==> src/rtl/sbt_predictor.sv <==
// sbt_predictor: direct-mapped branch predictor with 2-bit counters, tags and targets,
// plus a one-entry pending-write stage with lookup bypass. Define SBT_RAS_EN to add a return address stack.
package sbt_pkg;
  typedef logic [31:0] virt_t;
  typedef logic [1:0]  cf_t;

  localparam cf_t CF_BRANCH = 2'd0;
  localparam cf_t CF_JUMP   = 2'd1;
  localparam cf_t CF_CALL   = 2'd2;
  localparam cf_t CF_RETURN = 2'd3;

  typedef struct packed {
    logic       valid;
    logic       taken;
    virt_t      target;
    logic [1:0] counter;
    cf_t        cf;
  } branch_predict_t;

  typedef struct packed {
    logic       valid;
    logic       taken;
    virt_t      target;
    logic [1:0] counter;
    virt_t      pc;
    cf_t        cf;
    logic       mispredict;
  } branch_resolved_t;
endpackage

module sbt_predictor
  import sbt_pkg::*;
#(
  parameter int ENTRIES   = 64,
  parameter int RAS_DEPTH = 8
) (
  input  logic             clk,
  input  logic             rst_n,
  input  logic             flush,
  input  logic             lookup_req,
  input  virt_t            lookup_pc,
  output branch_predict_t  predict,
  input  branch_resolved_t resolved
);

  localparam int IDX_W = $clog2(ENTRIES);
  localparam int TAG_W = 32 - IDX_W - 2;

  // Only the valid bits need reset; the payload arrays are plain memory.
  logic [ENTRIES-1:0] valid_reg;
  logic [TAG_W-1:0]   tag_mem     [ENTRIES];
  virt_t              target_mem  [ENTRIES];
  logic [1:0]         counter_mem [ENTRIES];
  cf_t                cf_mem      [ENTRIES];

  logic       pend_valid_reg;
  virt_t      pend_pc_reg;
  logic       pend_taken_reg;
  virt_t      pend_target_reg;
  logic [1:0] pend_counter_reg;
  cf_t        pend_cf_reg;

  branch_predict_t predict_reg;
  branch_predict_t predict_next;

  logic [IDX_W-1:0] pend_idx;
  logic [TAG_W-1:0] pend_tag;
  logic             pend_hit;
  logic             wr_en;
  logic [1:0]       wr_counter;

  logic [IDX_W-1:0] lk_idx;
  logic [TAG_W-1:0] lk_tag;
  logic             byp;
  logic             e_valid;
  logic [TAG_W-1:0] e_tag;
  virt_t            e_target;
  logic [1:0]       e_counter;
  cf_t              e_cf;
  logic             lk_hit;
  virt_t            sel_target;

  logic unused_bits;
  assign unused_bits = &{1'b0, lookup_pc[1:0], pend_pc_reg[1:0], resolved.mispredict};

  // Pending update capture: every resolved branch is accepted.
  always_ff @(posedge clk or negedge rst_n) begin
    if (!rst_n) begin
      pend_valid_reg   <= 1'b0;
      pend_pc_reg      <= '0;
      pend_taken_reg   <= 1'b0;
      pend_target_reg  <= '0;
      pend_counter_reg <= '0;
      pend_cf_reg      <= CF_BRANCH;
    end else begin
      pend_valid_reg <= resolved.valid;
      if (resolved.valid) begin
        pend_pc_reg      <= resolved.pc;
        pend_taken_reg   <= resolved.taken;
        pend_target_reg  <= resolved.target;
        pend_counter_reg <= resolved.counter;
        pend_cf_reg      <= resolved.cf;
      end
    end
  end

  assign pend_idx = pend_pc_reg[IDX_W+1:2];
  assign pend_tag = pend_pc_reg[31:IDX_W+2];
  assign pend_hit = valid_reg[pend_idx] && (tag_mem[pend_idx] == pend_tag);
  assign wr_en    = pend_valid_reg && (pend_hit || pend_taken_reg);

  // Training starts from the counter the branch unit saw, not the current entry.
  always_comb begin
    wr_counter = 2'b10;
    if (pend_hit) begin
      if (pend_taken_reg)
        wr_counter = (pend_counter_reg == 2'b11) ? 2'b11 : pend_counter_reg + 2'd1;
      else
        wr_counter = (pend_counter_reg == 2'b00) ? 2'b00 : pend_counter_reg - 2'd1;
    end
  end

  always_ff @(posedge clk or negedge rst_n) begin
    if (!rst_n) begin
      valid_reg <= '0;
    end else if (wr_en) begin
      valid_reg[pend_idx] <= 1'b1;
    end
  end

  always_ff @(posedge clk) begin
    if (wr_en) begin
      tag_mem[pend_idx]     <= pend_tag;
      target_mem[pend_idx]  <= pend_target_reg;
      counter_mem[pend_idx] <= wr_counter;
      cf_mem[pend_idx]      <= pend_cf_reg;
    end
  end

  assign lk_idx = lookup_pc[IDX_W+1:2];
  assign lk_tag = lookup_pc[31:IDX_W+2];
  assign byp    = wr_en && (pend_idx == lk_idx);

  // A write landing on the same edge is forwarded so the lookup sees post-write contents.
  always_comb begin
    e_valid   = valid_reg[lk_idx];
    e_tag     = tag_mem[lk_idx];
    e_target  = target_mem[lk_idx];
    e_counter = counter_mem[lk_idx];
    e_cf      = cf_mem[lk_idx];
    if (byp) begin
      e_valid   = 1'b1;
      e_tag     = pend_tag;
      e_target  = pend_target_reg;
      e_counter = wr_counter;
      e_cf      = pend_cf_reg;
    end
  end

  assign lk_hit = lookup_req && e_valid && (e_tag == lk_tag);

`ifdef SBT_RAS_EN
  localparam int RAS_W = $clog2(RAS_DEPTH);

  logic [RAS_W-1:0] ras_ptr_reg;
  logic [RAS_W-1:0] ras_top_idx;
  virt_t            ras_mem [RAS_DEPTH];
  logic             ras_push;
  logic             ras_pop;

  assign ras_top_idx = ras_ptr_reg - RAS_W'(1);
  assign ras_push    = lk_hit && !flush && (e_cf == CF_CALL);
  assign ras_pop     = lk_hit && !flush && (e_cf == CF_RETURN);
  assign sel_target  = (e_cf == CF_RETURN) ? ras_mem[ras_top_idx] : e_target;

  // Pointer wraps on both overflow and underflow; storage is never cleared.
  always_ff @(posedge clk or negedge rst_n) begin
    if (!rst_n) begin
      ras_ptr_reg <= '0;
    end else if (ras_push) begin
      ras_ptr_reg <= ras_ptr_reg + RAS_W'(1);
    end else if (ras_pop) begin
      ras_ptr_reg <= ras_top_idx;
    end
  end

  always_ff @(posedge clk) begin
    if (ras_push) begin
      ras_mem[ras_ptr_reg] <= lookup_pc + 32'd8;
    end
  end
`else
  localparam int unused_ras_depth = RAS_DEPTH;
  assign sel_target = e_target;
`endif

  always_comb begin
    predict_next = '0;
    if (lk_hit && !flush) begin
      predict_next.valid   = 1'b1;
      predict_next.taken   = e_counter[1] || (e_cf != CF_BRANCH);
      predict_next.target  = sel_target;
      predict_next.counter = e_counter;
      predict_next.cf      = e_cf;
    end
  end

  always_ff @(posedge clk or negedge rst_n) begin
    if (!rst_n) begin
      predict_reg <= '0;
    end else begin
      predict_reg <= predict_next;
    end
  end

  assign predict = predict_reg;

endmodule

==> config.mk <==
export PLATFORM = sky130hd
export DESIGN_NAME = sbt_predictor
export DESIGN_NICKNAME = d
export VERILOG_FILES = /design/src/rtl/sbt_predictor.sv
export SDC_FILE = /design/constraint.sdc
export NUM_CORES = 2
export LEC_CHECK = 0
export CAP_MARGIN = 10
export CORE_MARGIN = 4
export CORE_UTILIZATION = 50
export DETAILED_ROUTE_END_ITERATION = 6
export PLACE_DENSITY_LB_ADDON = 0.15
export SETUP_SLACK_MARGIN = 0.1
export SLEW_MARGIN = 15
export SYNTH_ARGS = -nofsm -noshare
export SYNTH_HDL_FRONTEND = slang
export SYNTH_SLANG_ARGS = --single-unit
export TNS_END_PERCENT = 5
==> constraint.sdc <==
create_clock -name clk -period 8.6 [get_ports clk]
set_clock_uncertainty 0.05 [all_clocks]
set_input_delay 1.72 -clock clk [delete_from_list [all_inputs] [get_ports clk]]
set_output_delay 1.72 -clock clk [all_outputs]
set_load 0.05 [all_outputs]
[Word-level counts from Yosys, hierarchy flattened]
Memories as Yosys holds them, arrays and structs flattened.
Cells that the tools add are included.
Storage, ports and cells
  RAM bits: 3840
  latch bits: 0
  bits in read-only memories: 0
  memories: 4
  bits in registers: 172
  bits of input ports: 107
Operators by class
  bitwise logic cells: 1
  $add $sub $neg: 2
  magnitude comparators: 3
  shift-type cells: 0
  reduce and logical (&&, ||, !) cells: 12
  equal/unequal tests: 4
  $mul: 0
  divide/modulo/power cells: 0
  mux-type cells: 18
Memories
  target_mem: words 64, width 32, rd ports 1, clocked after memory_dff 0, wr ports 1, line 52  | virt_t target_mem [ENTRIES];
  tag_mem: words 64, width 24, rd ports 2, clocked after memory_dff 0, wr ports 1, line 51  | logic [TAG_W-1:0] tag_mem [ENTRIES];
  cf_mem: words 64, width 2, rd ports 1, clocked after memory_dff 0, wr ports 1, line 54  | cf_t cf_mem [ENTRIES];
  counter_mem: words 64, width 2, rd ports 1, clocked after memory_dff 0, wr ports 1, line 53  | logic [1:0] counter_mem [ENTRIES];
Operator list (number)
  bitwise OR 64 bit: 1
  == test 24 bit: 2
  2-to-1 mux 38 bit: 1
  2-to-1 mux 32 bit: 1
  2-to-1 mux 24 bit: 1
  less-than comparator 6 x 7 -> 1 bit, second input constant: 2
  binary-select mux 1 bit (select 6 bit): 2
  2-to-1 mux 2 bit: 6
  logical AND 1 bit: 7
  demux 1 bit (select 6 bit): 1
  == test 6 bit: 1
  greater-or-equal comparator 6 x 1 -> 1 bit, second input constant: 1
  2-to-1 mux 1 bit: 6
  adder 2 x 1 -> 2 bit, second input constant: 1
  == test 2 bit, second input constant: 1
  logical NOT 2 bit: 1
  logical OR 1 bit: 2
  nonzero test 2 bit: 1
  subtractor 2 x 1 -> 2 bit, second input constant: 1
  logical NOT 1 bit: 1

[Logic depth before layout (Yosys ltp)]
  depth in word-level cells: 11
  mapped depth: 21
  gate-level depth less buffers: 12

[Worst setup path after synthesis]
OpenSTA, ideal clock, no wires.
  path type: register to register
  from: register pend_pc_reg[2]
  to: memory cf_mem[0][0] (netlist name), enable pin
  buffers on the path: 5
  setup slack: 2.066 ns
  cell stages (with the launch flop): 18
  setup time: 0.478 ns
  data arrival time: 6.006 ns
  required time: 8.072 ns
  cell sequence: dfrtp_1 > buf_6 > buf_6 > buf_6 > buf_2 > mux4_2 > a32oi_1 > o21ai_0 > nor4_1 > xnor2_1 > nand3_1 > nor4_1 > and4_2 > o21ai_0 > nor2_1 > nand2_1 > clkbuf_1 > nor2_1
Between the ends
  longest elaborated chain between the ends: 7
RTL lines
  from (decl): line 57  | virt_t pend_pc_reg;
  from (signal assigned): line 98  | pend_pc_reg <= resolved.pc;
  memory read (64 x 24 bit) / binary-select mux 1 bit (select 6 bit) (equally long branches)
  == test 24 bit / 2-to-1 mux 1 bit (equally long branches): line 109  | assign pend_hit = valid_reg[pend_idx] && (tag_mem[pend_idx] == pend_tag);
  logical AND 1 bit: line 109
  logical OR 1 bit: line 110  | assign wr_en = pend_valid_reg && (pend_hit || pend_taken_reg);
  logical AND 1 bit: line 110
  2-to-1 mux 1 bit: line 132  | if (wr_en) begin
  2-to-1 mux 1 bit (not written as such): line 136  | cf_mem[pend_idx] <= pend_cf_reg;
  to (decl): line 54
Parallel ways exist; a longest one is shown, timed or not. The select of a mux whose other input is x is not followed.

[Worst setup path after layout]
  from: register pend_pc_reg[2]
  to: memory tag_mem[25][3] (netlist name), enable pin
Between the ends
  longest elaborated chain between the ends: 7
RTL lines
  memory read (64 x 24 bit) / binary-select mux 1 bit (select 6 bit) (equally long branches)
  == test 24 bit / 2-to-1 mux 1 bit (equally long branches): line 109
  logical AND 1 bit: line 109
  logical OR 1 bit: line 110
  logical AND 1 bit: line 110
  2-to-1 mux 1 bit: line 132
  2-to-1 mux 1 bit (not written as such): line 133  | tag_mem[pend_idx] <= pend_tag;
  to (decl): line 51
Parallel ways exist; a longest one is shown, timed or not. The select of a mux whose other input is x is not followed.

==> impl_metrics.csv <==
group,metric,value,unit
synth,synth_edf_count,3840,
layout,nets,8487,
clock_network,postCtsSetupBuffers,0,
clock_network,cts_hold_buf,0,
sta,hold_violations,0,
drt,ant_nets,0,
clock_network,clockRootBuffer,"clkbuf_16",
layout,final_area,190400,µm²
die,rows,212,
setup_path,crit_required,9.15,ns
synth,mappedNetlistNets,8098,
die,die_w,586.6,µm
drt,finalWirelength,560600,µm
drt,vias,94050,
global_route,antenna_found_initial,18,
setup_path,worst_setup_path_end_kind,"flop",
synth,synthArstFlopShare,4.239,%
synth,yosys_most_used_dff,"edfxtp_1",
synth,ys_seq_area_share,71.43,%
placement,portBuffers,139,
sta,max_slew_margin,8.414,%
die,die_area,344100,µm²
clock_network,clk_pin_slew_worst_paths,0.06,ns
synth,ys_ff_latch,4010,
flow_run,drv_cap,0,
placement,routabilityCongestion,0.9117,
setup_path,crit_family,"simple AND/OR/NAND/NOR gates",
clock_network,numCtsBuffers,410,
clock_network,cts.repair.resized,0,
placement,post_dp_cell_area,176900,µm²
die,initial_core_util,50.20,%
drt,drt_iter0_drc,15340,
status,outcome,"finished with violations",
setup_path,crit_arrival,8.10,ns
setup_path,worstPathMaxFanout,51,
global_route,grt_pass1_vias,91960,
synth,synth.top_cell.area_share,68.89,%
global_route,grt_max_degree,146,
layout,drive_gt1_share,29.69,%
die,core_area,333400,µm²
clock_network,cts_htree_levels,5,
sta,tns,0,ns
layout,largest_register_ffs,2048,
synth,syn_area,167400,µm²
sta,setup_viol,0,
drt,routedWlPerCell,42.70,µm
setup_path,slowest_stage,"dfrtp_4",
pwr,p_total,43.58,mW
status,violations,"design-rule violations",
setup_path,worstPathCellList,"buf_12 > mux4_2 > mux2i_1 > o22ai_1 > nor4_1 > xnor2_1 > o21ai_0 > nor4_2 > and4_2 > o21ai_0 > nor2_1 > nand2_1 > nor2_4 > buf_12",
setup_path,cp_slowest_stage_delay,1.11,ns
clock_network,clock_path_buffers,4,
pwr,p_leak,61.13,nW
sta,min_period,7.550,ns
global_route,grt_pass1_wl,763500,µm
drt,route.detailed.drc,1,
clock_network,cts_tree,"done",
placement,hpwl,301900,µm
sta,rsz0062_at_grt,"false",
pwr,max-vdd-ir-drop,171.4,µV
synth,yosysTopAreaCell,"edfxtp_1",
synth,netlist-cell-type-count,79,
setup_path,crit_path_start_kind,"flop",
pwr,p_per_area,228.9,nW/µm²
sta,tightest_slew,1.362,ns
layout,largestRegisters,"target_mem x2048, tag_mem x1536",
min_path,hold_path.class,"flop to flop",
synth,netlist_top_cells_area,"edfxtp_1, mux4_2, mux2i_1",
sta,post-route-period-util,87.79,%
sta,drv_slew,0,
setup_path,critPathBufInv,2,
synth,ys_warn_count,0,
layout,top_register,"target_mem",
global_route,grt_usage,32.09,%
synth,avgSynthCellArea,20.95,µm²
clock_network,clock_latency,0.99,ns
layout,final_util,57.11,%
synth,synthesis.instances,7991,
sta,fmax,132.4,MHz
clock_network,clkSinkCount,4010,
layout,syn_to_final_growth,13.76,%
global_route,grt-ovfl-total,0,
drt,drt_pre_antenna_iters,7,
die,pin_count,145,
setup_path,path_class,"flop to flop",
die,die_h,586.6,µm
drt,vias_per_cell,7.164,
[cell families (layout without fill, tap and decap cells)]
| kind of cell | count (synthesis) | in the layout | share of synthesized area (%) |
|---|---|---|---|
| AOI/OAI and AO/OA | 791 | 791 | 3.435 |
| xor gates and xnor gates | 40 | 40 | 0.2093 |
| adders and majority gates | 1 | 1 | 0.005980 |
| buffers and inverters | 592 | 1331 | 1.800 |
| DFF | 4010 | 4010 | 71.43 |
| muxes | 1874 | 1874 | 20.86 |
| other | 0 | 10 | 0 |
| and+or+nand+nor | 683 | 683 | 2.261 |
[power breakdown]
group          internal [mW]  total (mW)  leakage (nW)  switching, mW
registers               21.8        22.0          37.1          0.178
clock network           10.3        17.9          6.58           7.61
logic                   1.33        3.66          17.5           2.32
[Yosys cell counts, types with 16 or more instances]
library cell / number
a211oi_1: 20
clkbuf_1: 204
inv_1: 22
mux2i_1: 514
or2_2: 39
o221ai_1: 18
a22o_1: 31
nand2_1: 121
a22oi_1: 285
buf_4: 85
and3_1: 22
o22ai_1: 43
dfrtp_1: 170
nor4_2: 22
nand3_1: 133
nor3_1: 16
buf_2: 187
mux4_2: 1284
nand4_1: 43
a221oi_1: 79
a21oi_1: 98
or3b_2: 18
buf_6: 30
xnor2_1: 26
o21bai_1: 33
a31oi_1: 21
nand2b_1: 21
nor4_1: 24
buf_1: 61
mux2_2: 76
nor2b_1: 25
o21ai_0: 63
nor2_1: 119
nand3b_1: 26
edfxtp_1: 3840
[path summary, 6_finish.rpt]
kind | depth (start not counted) | end | startpoint | slack (ns)
max | 14 | tag_mem[25][3] | pend_pc_reg[2] | 1.05
min | 1 | valid_reg[23] | valid_reg[23] | 0.44
max reg2reg | 14 | tag_mem[25][3] | pend_pc_reg[2] | 1.05
min reg2reg | 1 | valid_reg[23] | valid_reg[23] | 0.44
max in group asynchronous | 3 | pend_target_reg[16] | rst_n | 6.12
min in group asynchronous | 1 | pend_pc_reg[20] | rst_n | 0.57
[routing by layer]
layer  vias to the layer above  GRT usage, %  wire length [µm]
li1                      35120             -                 -
met1                     50470         44.62            205700
met2                      7025         47.99            253400
met3                      1426         8.343             70550
met4                         8         14.98             30860
met5                         -             0                78
[area by class of cell]
| type | count | area (µm²) |
|---|---|---|
| multi-input combinational | 3389 | 45500 |
| sequential | 4010 | 119600 |
| inverter | 23 | 96.34 |
| clock buffer | 494 | 10780 |
| clock inverter | 268 | 2674 |
| fill | 24270 | 143000 |
| timing repair buffer | 546 | 6259 |
| antenna | 10 | 25.02 |
| tap | 4387 | 5489 |
[stage by stage]
step / setup slack (ns) / hold WS [ns] / std cells
final: 1.050 / 0.4426 / 13130
after global routing: 1.210 / 0.4529 / 13120
after CTS: 1.369 / 0.4399 / 13120
after detailed placement: 1.425 / 0.4227 / 12350
after global placement: 1.460 / 0.4181 / 12350
after floorplan: 2.066 / 0.4015 / 7991
[placed cells by master (no fill, tap or decap), drive strengths merged, types with 22 or more instances in the layout]
master / n
a221oi: 79
o22ai: 43
o21ai: 66
nor2: 119
mux4: 1284
clkinv: 195
nand2: 121
clkdlybuf4s50: 131
a22o: 31
xnor2: 26
nand4: 43
clkbuf: 495
a21oi: 98
a22oi: 285
bufinv: 45
edfxtp: 3840
mux2i: 514
nand3b: 26
o21bai: 33
and3: 22
dfrtp: 170
mux2: 76
inv: 34
or2: 39
nor2b: 25
buf: 414
nand3: 133
nor4: 46
Note: power is estimated with default switching activity, not from simulation.
